### src/rtl/alu_share_arbiter.sv
// alu_share_arbiter: round-robin sharing of one combinational ALU between two requesters,
// with a 1-deep registered response buffer and a saturating overflow-event counter.
module alu_share_arbiter #(
    parameter int DW   = 32,
    parameter int OPW  = 4,
    parameter int CNTW = 8
) (
    input  logic            clk,
    input  logic            rst,
    input  logic            req0_valid,
    output logic            req0_ready,
    input  logic [DW-1:0]   req0_a,
    input  logic [DW-1:0]   req0_b,
    input  logic [OPW-1:0]  req0_op,
    input  logic            req0_sel,
    input  logic [4:0]      req0_shamt,
    input  logic            req1_valid,
    output logic            req1_ready,
    input  logic [DW-1:0]   req1_a,
    input  logic [DW-1:0]   req1_b,
    input  logic [OPW-1:0]  req1_op,
    input  logic            req1_sel,
    input  logic [4:0]      req1_shamt,
    output logic [DW-1:0]   alu_a,
    output logic [DW-1:0]   alu_b,
    output logic [OPW-1:0]  alu_op,
    output logic            alu_sel,
    output logic [4:0]      alu_shamt,
    input  logic [DW-1:0]   alu_c,
    input  logic            alu_ovf,
    output logic            resp_valid,
    input  logic            resp_ready,
    output logic            resp_id,
    output logic [DW-1:0]   resp_c,
    output logic            resp_ovf,
    output logic [CNTW-1:0] ovf_cnt
);
    logic last_grant;
    logic can_issue;
    logic accept;
    logic grant;

    always_comb begin
        can_issue  = !resp_valid || resp_ready;
        accept     = can_issue && (req0_valid || req1_valid);
        // On contention the port that did not win last time gets the ALU.
        grant      = (req0_valid && req1_valid) ? !last_grant : req1_valid;
        req0_ready = accept && !grant;
        req1_ready = accept && grant;
        alu_a      = !accept ? '0 : grant ? req1_a     : req0_a;
        alu_b      = !accept ? '0 : grant ? req1_b     : req0_b;
        alu_op     = !accept ? '0 : grant ? req1_op    : req0_op;
        alu_sel    = !accept ? '0 : grant ? req1_sel   : req0_sel;
        alu_shamt  = !accept ? '0 : grant ? req1_shamt : req0_shamt;
    end

    always_ff @(posedge clk) begin
        if (rst) begin
            resp_valid <= 1'b0;
            resp_id    <= 1'b0;
            resp_c     <= '0;
            resp_ovf   <= 1'b0;
            ovf_cnt    <= '0;
            last_grant <= 1'b1;
        end else if (accept) begin
            resp_valid <= 1'b1;
            resp_id    <= grant;
            resp_c     <= alu_c;
            resp_ovf   <= alu_ovf;
            last_grant <= grant;
            if (alu_ovf && ovf_cnt != {CNTW{1'b1}})
                ovf_cnt <= ovf_cnt + 1'b1;
        end else if (resp_ready) begin
            resp_valid <= 1'b0;
        end
    end
endmodule

### config.mk
export PLATFORM = sky130hd
export DESIGN_NAME = alu_share_arbiter
export DESIGN_NICKNAME = d
export VERILOG_FILES = /design/src/rtl/alu_share_arbiter.sv
export SDC_FILE = /design/constraint.sdc
export NUM_CORES = 1
export LEC_CHECK = 0
export ABC_AREA = 1
export BUFFER_PORTS_ARGS = -buffer_cell sky130_fd_sc_hd__buf_2
export CORE_AREA = 2 2 118 120
export CTS_CLUSTER_SIZE = 14
export DETAILED_ROUTE_END_ITERATION = 10
export DIE_AREA = 0 0 120 122
export SLEW_MARGIN = 20
export SYNTH_ARGS = -nofsm -noshare
export SYNTH_HDL_FRONTEND = slang
export SYNTH_SLANG_ARGS = --single-unit
### constraint.sdc
create_clock -name clk -period 1.2 [get_ports clk]
set_input_delay 0.24 -clock clk [delete_from_list [all_inputs] [get_ports clk]]
set_output_delay 0.24 -clock clk [all_outputs]
set_load 0.02 [all_outputs]
Word level (Yosys, flattened, before mapping)
Cells that the tools add are included.
Word-level totals
  logic and storage cells: 33
  output and inout port bits: 119
  input port bits: 186
  flip-flop bits (word level): 44
Operators by class
  eq/ne operators: 1
  add/subtract/negate cells: 1
  reduce and logical (&&, ||, !) cells: 12
  multiplexer cells: 13
Operator list (count)
  2-to-1 mux 32 bit: 4
  2-to-1 mux 5 bit: 2
  adder 8 x 1 -> 8 bit, second input constant: 1
  2-to-1 mux 4 bit: 2
  != test 8 bit, second input constant: 1
  logical AND 1 bit: 5
  2-to-1 mux 1 bit: 5
  zero test 1 bit: 3
  logical OR 1 bit: 2
  AND reduction 2 bit: 1
  nonzero test 2 bit: 1

Longest topological paths before layout
  depth in word-level cells: 4
  depth in mapped cells: 10
  gate-level depth less buffers: 8

Least setup slack after synthesis
OpenSTA, ideal clock, no wires.
  kind: register to output
  start: reg resp_valid
  end: out alu_a[10]
  stages on the path, launching flop included: 8
  required time: 0.960 ns
  path slack: -0.246 ns
  path buffers: 2
  arrival time: 1.206 ns
  path through: dfxtp_1 nand2_2 nand3_1 inv_2 buf_4 buf_2 nand2_1 nand2_1
On the way
  cells in the longest elaborated chain, start to end: 4
Ends and longest elaborated chain
  start: declaration: line 31  | output logic resp_valid,
  start signal: assignment: line 59  | resp_valid <= 1'b0;
  start signal: assignment: line 66  | resp_valid <= 1'b1;
  start signal: assignment: line 74  | resp_valid <= 1'b0;
  zero test 1 bit: line 44  | can_issue = !resp_valid || resp_ready;
  logical OR 1 bit: line 44
  logical AND 1 bit: line 45  | accept = can_issue && (req0_valid || req1_valid);
  2-to-1 mux 32 bit: line 50  | alu_a = !accept ? '0 : grant ? req1_a : req0_a;
  end: declaration: line 24  | output logic [DW-1:0] alu_a,
Every way passes these cells.

Final worst setup path
  start: reg resp_valid
  end: out alu_b[20]
On the way
  cells in the longest elaborated chain, start to end: 4
Ends and longest elaborated chain
  zero test 1 bit: line 44
  logical OR 1 bit: line 44
  logical AND 1 bit: line 45
  2-to-1 mux 32 bit: line 51  | alu_b = !accept ? '0 : grant ? req1_b : req0_b;
  end: declaration: line 25  | output logic [DW-1:0] alu_b,
Every way passes these cells.

==> metrics <==
port buffer count=304; fillcell total=1386; post-synthesis register bit count=44; Slew Limit Headroom=0.742; Clk pin slew, worst setup/hold paths=70 ps; count of final setup violators=85; routed vias=4146; syn_nets=662; 1st-iter DRT viols=148; asr flop ratio synth=0; Min-Delay Path Class=primary input to register; final core occ=0.429; core region area=13500 sq um; syn_area_per_cell=5.67 sq um; final wirelength=14000 um; Area contributors post-synth=nand2_1, dfxtp_1, nor2_1, o21ai_0, buf_6; antenna violations before repair=6; Reg area=897 sq um; Yosys top cell by area=nand2_1; RSZ-0062 raised after global routing=true; r2r worst-path depth=7; Syn Std Cell Area=2700 sq um; FF-to-FF End=ovf_cnt[1]; mean routed wirelength per cell=14.2 um; EDFF count, synth=0; Worst Setup SP=resp_valid; yosys warns=0; prevailing post-synth register cell=dfxtp_1; vias per cell=4.20; Crit Path Max Fanout=6; Worst VDD drop=0.610 mV; clk_skew=3.23 ps; share of layout cells above drive strength 1=0.605; chip height=122 um; global route total overflow=0; post-synthesis instance total=475; Max Clk Rate=571 MHz; area growth from synthesis to layout=115%; Final nets=991; drt pass-1 iters=4; row count=43; crit share post-route=1.46; setup_tns=-38480 ps; worst-case clock buffer depth=2; number of max-cap violations=0; H-tree level count=2; CTS tree=built; die area=14600 sq um; worst setup margin=-550 ps; WHS Path Cells=3; Top Ports=305; Hold Buf Count CTS=0; pin count of the biggest net entering global routing=38; Slew @ Worst Pin=387 ps; GRT Util Overall=0.174; global-route wire length before repair=19900 um; sequential fraction of the synthesis area=0.327; worst-skew pair later-pin latency=280 ps; root buffer cell=clkbuf_16; worst path required time=960 ps; critical setup path kind=register to output pin; multi-input logic area=1940 sq um; clock sinks=44; outcome=complete, but fails checks; R2R Path Start=resp_valid; Crit. End Element=output pin; flop2flop setup slack=-150 ps; Final Critical Period=1750 ps; vias in the first global route=3831; Initial Utilization=0.200; Synth cell types=20; Final Max Tran Viols=0; CP startpoint kind=register; Post-synth top cells=nand2_1, nor2_1, dfxtp_1; Die X=120 um; DRC=0; final hold violations=0; Detail Route Antenna Nets=0; most frequent cell after synthesis=nand2_1; dpl hpwl=10900 um; CP arrival=1510 ps; Num CTS Buffers=5; share of the synthesized area in the top cell type=0.345; GP Congestion=0.847; hold worst-path end=resp_c[10]; P per Cell Area=1030 nW/um^2; leakage power=3.21 nW; Worst Min Path Start=alu_c[10]; failing checks=setup timing
==> per-stage QoR <==
step	hold WS, ps	area (sq um)	power [mW]	worst slack [ps]	std cells
2_1_floorplan	388	2940	2.92	-115	475
3_3_place_gp	453	4750	3.80	-413	963
3_5_place_dp	451	4750	3.80	-404	963
4_1_cts	190	5600	5.90	-554	982
5_1_grt	208	5790	6.25	-619	987
6_report	192	5790	5.95	-550	987
==> flip-flops by register name, summed over array words and instances (netlist names) <==
name and cells:
resp_ovf 1, last_grant 1, resp_c 32, resp_valid 1, resp_id 1, ovf_cnt 8
==> worst max-delay path, cell delays in order (launching register included) <==
cell and delay, ps:
dfxtp_4 360, nand2_4 70, nand2_4 80, inv_4 40, nand2_4 80, clkinv_8 90
buf_6 130, buf_12 130, nand2_2 60, nand2_2 50, buf_6 120
==> cell families after synthesis <==
group / count (synthesis) / share of synthesized area
AO/OA/AOI/OAI: 41 / 0.0761
XOR/XNOR: 3 / 0.00975
adder cells (fa/ha/maj): 1 / 0.00464
buffers and inverters: 44 / 0.0896
flip-flops: 44 / 0.327
AND/OR/NAND/NOR: 342 / 0.493
==> per-layer routing <==
metal,vias to the layer above,part of all wire,track usage,wire [um]
met1,1845,0.39,0.194,5440
li1,2104,-,-,-
met3,22,0.074,0.0506,1040
met2,169,0.52,0.320,7310
met4,6,0.014,0.0493,195
met5,-,0.0027,0,38
==> worst max-delay path by stage <==
stage | endpoint | slack (ps) | cells past startpoint
2_1_floorplan | alu_a[10] | -120 | 7
3_3_place_gp | alu_b[5] | -410 | 11
3_5_place_dp | alu_b[5] | -400 | 11
4_1_cts | alu_a[8] | -550 | 9
5_1_grt | alu_b[20] | -620 | 10
6_report | alu_b[20] | -550 | 10
==> placed cells by master, fill, tap and decap left out <==
| cell | instances |
|---|---|
| nand2_4 | 12 |
| inv_8 | 1 |
| nand2_2 | 106 |
| nor2_8 | 1 |
| dfxtp_1 | 39 |
| clkinv_4 | 1 |
| clkbuf_8 | 1 |
| inv_4 | 1 |
| buf_4 | 35 |
| dfxtp_2 | 1 |
| xnor2_1 | 1 |
| o21ai_1 | 2 |
| clkbuf_16 | 6 |
| diode_2 | 2 |
| nor2_1 | 77 |
| buf_2 | 227 |
| a21oi_1 | 7 |
| clkinv_8 | 1 |
| buf_12 | 4 |
| buf_8 | 3 |
| nand3_2 | 1 |
| inv_1 | 14 |
| o21ai_0 | 32 |
| buf_6 | 76 |
| xor2_1 | 2 |
| inv_6 | 1 |
| nand4_1 | 2 |
| nand2_1 | 135 |
| dfxtp_4 | 4 |
| buf_16 | 3 |
| nand3_4 | 1 |
| ha_2 | 1 |
| nand3_1 | 7 |
==> report_power, final <==
part | switching (mW) | internal [mW]
clock network | 0.599 | 0.960
logic | 1.50 | 1.26
registers | 0.0555 | 1.57
==> area by class of cell <==
class,count,area share
clock inverter,1,0.00151
timing repair buffer,348,0.425
tap,180,0.0389
antenna,2,0.000864
clock buffer,7,0.0283
inverter,17,0.0149
timing repair inverter,1,0.00151
sequential,44,0.155
multi-input combinational,387,0.334
==> timing repair <==
item                                    in CTS  in global routing
setup buffers                                6                  5
resized for setup                          166                 65
gates cloned                                 5                  0
pin swaps                                    3                  7
endpoints found under the setup margin      85                120
Power figures use the tool's default switching activity.
